<file path="config.mk">
export PLATFORM = sky130hd
export DESIGN_NAME = regfile_2w2r
export DESIGN_NICKNAME = d
export VERILOG_FILES = /design/src/rtl/regfile_2w2r.sv
export SDC_FILE = /design/constraint.sdc
export NUM_CORES = 1
export LEC_CHECK = 0
export ABC_CLOCK_PERIOD_IN_PS = 4990
export BUFFER_PORTS_ARGS = -buffer_cell sky130_fd_sc_hd__clkbuf_2
export CAP_MARGIN = 25
export CORE_UTILIZATION = 45
export DETAILED_ROUTE_END_ITERATION = 12
export GPL_TIMING_DRIVEN = 0
export PLACE_DENSITY = 0.71
export SYNTH_ARGS = -nofsm -noshare
export SYNTH_HDL_FRONTEND = slang
export SYNTH_SLANG_ARGS = --single-unit
</file>
<file path="constraint.sdc">
create_clock -name clk -period 4.99 [get_ports clk]
set_input_delay 0.998 -clock clk [delete_from_list [all_inputs] [get_ports clk]]
set_output_delay 0.998 -clock clk [all_outputs]
set_load 0.03 [all_outputs]
</file>
<file path="src/rtl/regfile_2w2r.sv">
// Two-write / two-read register bank with reset-to-zero, optional bypass, optional zero reg and a clear engine.
// Latency: reads are combinational; writes are visible from storage one cycle after the edge (same cycle with bypass).
// Backpressure: none; writes presented while busy=1 are dropped, so upstream must hold off while busy is high.
module regfile_2w2r #(
   parameter int N        = 2,
   parameter int M        = 4,
   parameter int BYPASS   = 1,
   parameter int ZERO_REG = 0
) (
   input  logic         clk,
   input  logic         rst_n,
   input  logic         we3,
   input  logic [N-1:0] a3,
   input  logic [M-1:0] d3,
   input  logic         we4,
   input  logic [N-1:0] a4,
   input  logic [M-1:0] d4,
   input  logic [N-1:0] a1,
   input  logic [N-1:0] a2,
   output logic [M-1:0] d1,
   output logic [M-1:0] d2,
   input  logic         clr,
   output logic         busy,
   output logic         coll
);

   localparam int DEPTH = 2 ** N;

   typedef enum logic {
      IDLE  = 1'b0,
      CLEAR = 1'b1
   } state_t;

   state_t         state_q, state_d;
   logic [N-1:0]   cnt_q, cnt_d;
   logic           coll_q, coll_d;
   logic [M-1:0]   mem_q [DEPTH];
   logic [M-1:0]   mem_d [DEPTH];

   logic           same_addr;
   logic           w3_ok;
   logic           w4_ok;
   logic           zero_on;
   logic           byp_on;

   assign zero_on = (ZERO_REG != 0);
   assign byp_on  = (BYPASS != 0) && (state_q == IDLE);

   // Qualify writes: entry 0 is read-only when hardwired, and port 3 wins a same-address collision.
   always_comb begin
      same_addr = we3 && we4 && (a3 == a4);
      w3_ok     = we3 && !(zero_on && (a3 == '0));
      w4_ok     = we4 && !(zero_on && (a4 == '0)) && !same_addr;
   end

   // Next-state: normal writes in IDLE, one entry zeroed per cycle in CLEAR.
   always_comb begin
      state_d = state_q;
      cnt_d   = cnt_q;
      coll_d  = 1'b0;
      mem_d   = mem_q;
      case (state_q)
         IDLE: begin
            if (w3_ok) mem_d[a3] = d3;
            if (w4_ok) mem_d[a4] = d4;
            // A collision on a hardwired zero entry has no observable effect, so it is not flagged.
            coll_d = same_addr && !(zero_on && (a3 == '0));
            if (clr) begin
               state_d = CLEAR;
               cnt_d   = '0;
            end
         end
         CLEAR: begin
            mem_d[cnt_q] = '0;
            cnt_d        = cnt_q + 1'b1;
            if (cnt_q == {N{1'b1}}) state_d = IDLE;
         end
         default: state_d = IDLE;
      endcase
   end

   // State, counter, collision flag and storage; reset zeroes everything immediately.
   always_ff @(posedge clk or negedge rst_n) begin
      if (!rst_n) begin
         state_q <= IDLE;
         cnt_q   <= '0;
         coll_q  <= 1'b0;
         for (int i = 0; i < DEPTH; i++) mem_q[i] <= '0;
      end else begin
         state_q <= state_d;
         cnt_q   <= cnt_d;
         coll_q  <= coll_d;
         for (int i = 0; i < DEPTH; i++) mem_q[i] <= mem_d[i];
      end
   end

   // Read port 1: zero reg first, then forward from port 3, then port 4 (only if it is not overridden), else storage.
   always_comb begin
      d1 = mem_q[a1];
      if (zero_on && (a1 == '0)) begin
         d1 = '0;
      end else if (byp_on && we3 && (a3 == a1)) begin
         d1 = d3;
      end else if (byp_on && we4 && (a4 == a1) && !(we3 && (a3 == a4))) begin
         d1 = d4;
      end
   end

   // Read port 2: same priority as port 1.
   always_comb begin
      d2 = mem_q[a2];
      if (zero_on && (a2 == '0)) begin
         d2 = '0;
      end else if (byp_on && we3 && (a3 == a2)) begin
         d2 = d3;
      end else if (byp_on && we4 && (a4 == a2) && !(we3 && (a3 == a4))) begin
         d2 = d4;
      end
   end

   assign busy = (state_q == CLEAR);
   assign coll = coll_q;

endmodule

</file>
==> impl_metrics.py <==
metrics = {
    "status": {
        "status": "finished, final reports clean",
    },
    "floorplan": {
        "initial_core_util_pct": 47.9,
        "die_area_sq_um": 4240,
        "die_w_microns": 65.1,
        "ioPinCount": 31,
        "die_h_microns": 65.1,
        "num_rows": 22,
        "coreArea_sq_um": 3740,
    },
    "drt": {
        "via_per_inst": 5.79,
        "num_vias": 1489,
        "drtPass1Iterations": 4,
        "drc": 0,
        "wl_per_cell_microns": 16.5,
        "totalWireLength_microns": 4250,
        "drtIter0Drc": 92,
        "ant_nets": 0,
    },
    "pwr": {
        "p_leak_nw": 0.932,
        "p_per_area_nw_per_um2": 468,
        "power_mw": 0.945,
        "max-vdd-ir-drop_v": 0.000216,
    },
    "place": {
        "placed_area_sq_um": 1960,
        "io_buffer_count": 22,
        "gp_congestion": 0.859,
        "dp_slack_ns": 1.55,
        "detailed_place_hpwl_microns": 3260,
        "place_inst": 253,
    },
    "clock_network": {
        "cts-resized-gates": 0,
        "cts.sinks": 20,
        "clk_latency_ns": 0.27,
        "cts_made_buffers": 3,
        "root_buffer": "clkbuf_8",
        "post-cts-setup-buffer-count": 0,
        "clk_pin_slew_worst_paths_ns": 0.08,
        "cts_htree_levels": 1,
        "postCtsHoldBufs": 0,
        "clockBufferDepth": 2,
        "cts_tree": "done",
    },
    "worst_hold_path": {
        "hp-class": "reg -> reg",
        "worstHoldPathCells": 2,
    },
    "timing": {
        "tns_ns": 0,
        "whs_ns": 0.585,
        "rsz0062_at_grt": "false",
        "max_freq_mhz": 292,
        "slew_headroom_pct": 64.1,
        "period_share_pct": 68.7,
        "clock_skew_ns": 0.00433,
        "drv_slew": 0,
        "setup_viol": 0,
        "worst_slack_ns": 1.56,
        "hold_viol": 0,
        "tightestPinTransition_ns": 0.539,
        "fin_crit_ns": 3.43,
    },
    "setup_path": {
        "crit_type": "in -> out",
        "reg2reg_slack_ns": 3.45,
        "path_max_fanout": 8,
        "arrival_ns": 2.43,
        "crit_required_ns": 3.99,
        "reg2reg_depth": 3,
        "cp-start-kind": "primary input",
        "path_cells": "clkbuf_1 -> xnor2_1 -> nand2_1 -> o31a_1 -> a21oi_1 -> clkbuf_2",
        "cp_slowest_stage_delay_ns": 0.36,
        "cp-end-kind": "output port",
        "slowest_stage": "clkbuf_1",
    },
    "final_layout": {
        "fin_nets": 235,
        "n_antenna_cell": 0,
        "final_area_sq_um": 2020,
        "nFillCells": 370,
        "drive_gt1_share_pct": 28.7,
        "area_delta_synth_final_pct": 12.6,
        "regArea_sq_um": 500,
        "final_cells": 257,
        "fin_util_pct": 53.9,
        "multi_input_area_sq_um": 1180,
    },
    "yosys": {
        "synth_largest_area_cell": "dfrtp_1",
        "yosys_warnings": 0,
        "ys.flop_type": "dfrtp_1",
        "netlist_top_cells_count": "20 x dfrtp_1, 19 x nand2_1, 17 x mux2i_1, 16 x mux2_2, 15 x o22ai_1",
        "yosysTopAreaCellShare_pct": 27.9,
        "synth-seq-area-share_pct": 27.9,
        "synth_edf_count": 0,
        "synth_area_leaders": "dfrtp_1 28%, mux2_2 10%, mux4_2 10%",
        "synth_area_sq_um": 1790,
        "syn_nets": 208,
        "async_flop_share_pct": 100,
        "synth_cell_type_count": 33,
        "synth-seq-cells": 20,
        "synth.avg_cell_area_sq_um": 9.79,
        "yosysMostFrequentCell": "dfrtp_1",
        "syn_inst": 183,
    },
    "grt": {
        "grt_util_all_layers_pct": 22.0,
        "antenna_found_initial": 0,
        "grt_pass1_vias": 1413,
        "grt_max_degree": 21,
        "overflow": 0,
        "grt_pass1_wl_microns": 7010,
    },
    "run": {
        "cap_viol_max_count": 0,
    },
}
area by class of cell:
class / instances / share of cell area (%)
Multi-Input combinational cell: 140 / 58.5
Timing Repair Buffer: 22 / 5.46
Buffer: 15 / 4.03
Tap cell: 48 / 2.98
Clock buffer: 4 / 2.73
Inverter: 8 / 1.49
Sequential cell: 20 / 24.8
worst max-delay path: cells and delay by family:
kind / cells / cell delay, ns
AOI/OAI and AO/OA: 2 / 0.48
buffers and inverters: 2 / 0.58
xor gates and xnor gates: 1 / 0.17
and+or+nand+nor: 1 / 0.20
flip-flops by register name, summed over array words and instances, names as in the netlist:
name,cells
mem_q,16
cnt_q,2
busy,1
coll,1
worst paths after layout:
path,endpoint,from
worst min register to register,mem_q[12],mem_q[12]
max in group asynchronous,mem_q[11],rst_n
worst max-delay path,d2[2],a2[0]
min in group asynchronous,busy,rst_n
worst max register to register,mem_q[5],busy
worst min-delay path,mem_q[12],mem_q[12]
routing by layer:
layer  vias up  global-route usage, %  share of wire [%]
li1        727                      -                  -
met1       716                   30.3                 47
met2        41                   36.1                 47
met3         5                   1.74                4.7
met4         0                   8.42                1.6
met5         -                      0                  0
logic make-up after synthesis:
group / Yosys count / share of synthesized area [%]
DFF: 20 / 27.9
muxes: 41 / 29.6
xor gates and xnor gates: 10 / 4.89
adders and majority gates: 4 / 2.79
buffers and inverters: 23 / 6.22
AOI/OAI and AO/OA: 43 / 15.9
and+or+nand+nor: 42 / 12.6
where the power goes:
group / internal [mW] / total (mW) / switching, mW
Combinational: 0.229 / 0.512 / 0.282
Sequential: 0.230 / 0.305 / 0.0752
Clock: 0.0705 / 0.128 / 0.0574
Total: 0.530 / 0.945 / 0.415
placed cells by master, fill, tap and decap left out, types with 6 or more instances in the layout:
| master | netlist | routed |
|---|---|---|
| clkbuf_2 | 0 | 22 |
| dfrtp_1 | 20 | 20 |
| nand2_1 | 19 | 19 |
| mux2i_1 | 17 | 17 |
| mux2_2 | 16 | 16 |
| o22ai_1 | 15 | 15 |
| o21ai_0 | 9 | 9 |
| xnor2_1 | 8 | 8 |
| inv_1 | 8 | 8 |
| mux4_2 | 8 | 8 |
| o31a_1 | 8 | 8 |
| nor2_1 | 8 | 8 |
| a21oi_1 | 8 | 8 |
| clkbuf_1 | 6 | 6 |
Note: power is estimated with default switching activity, not from simulation.
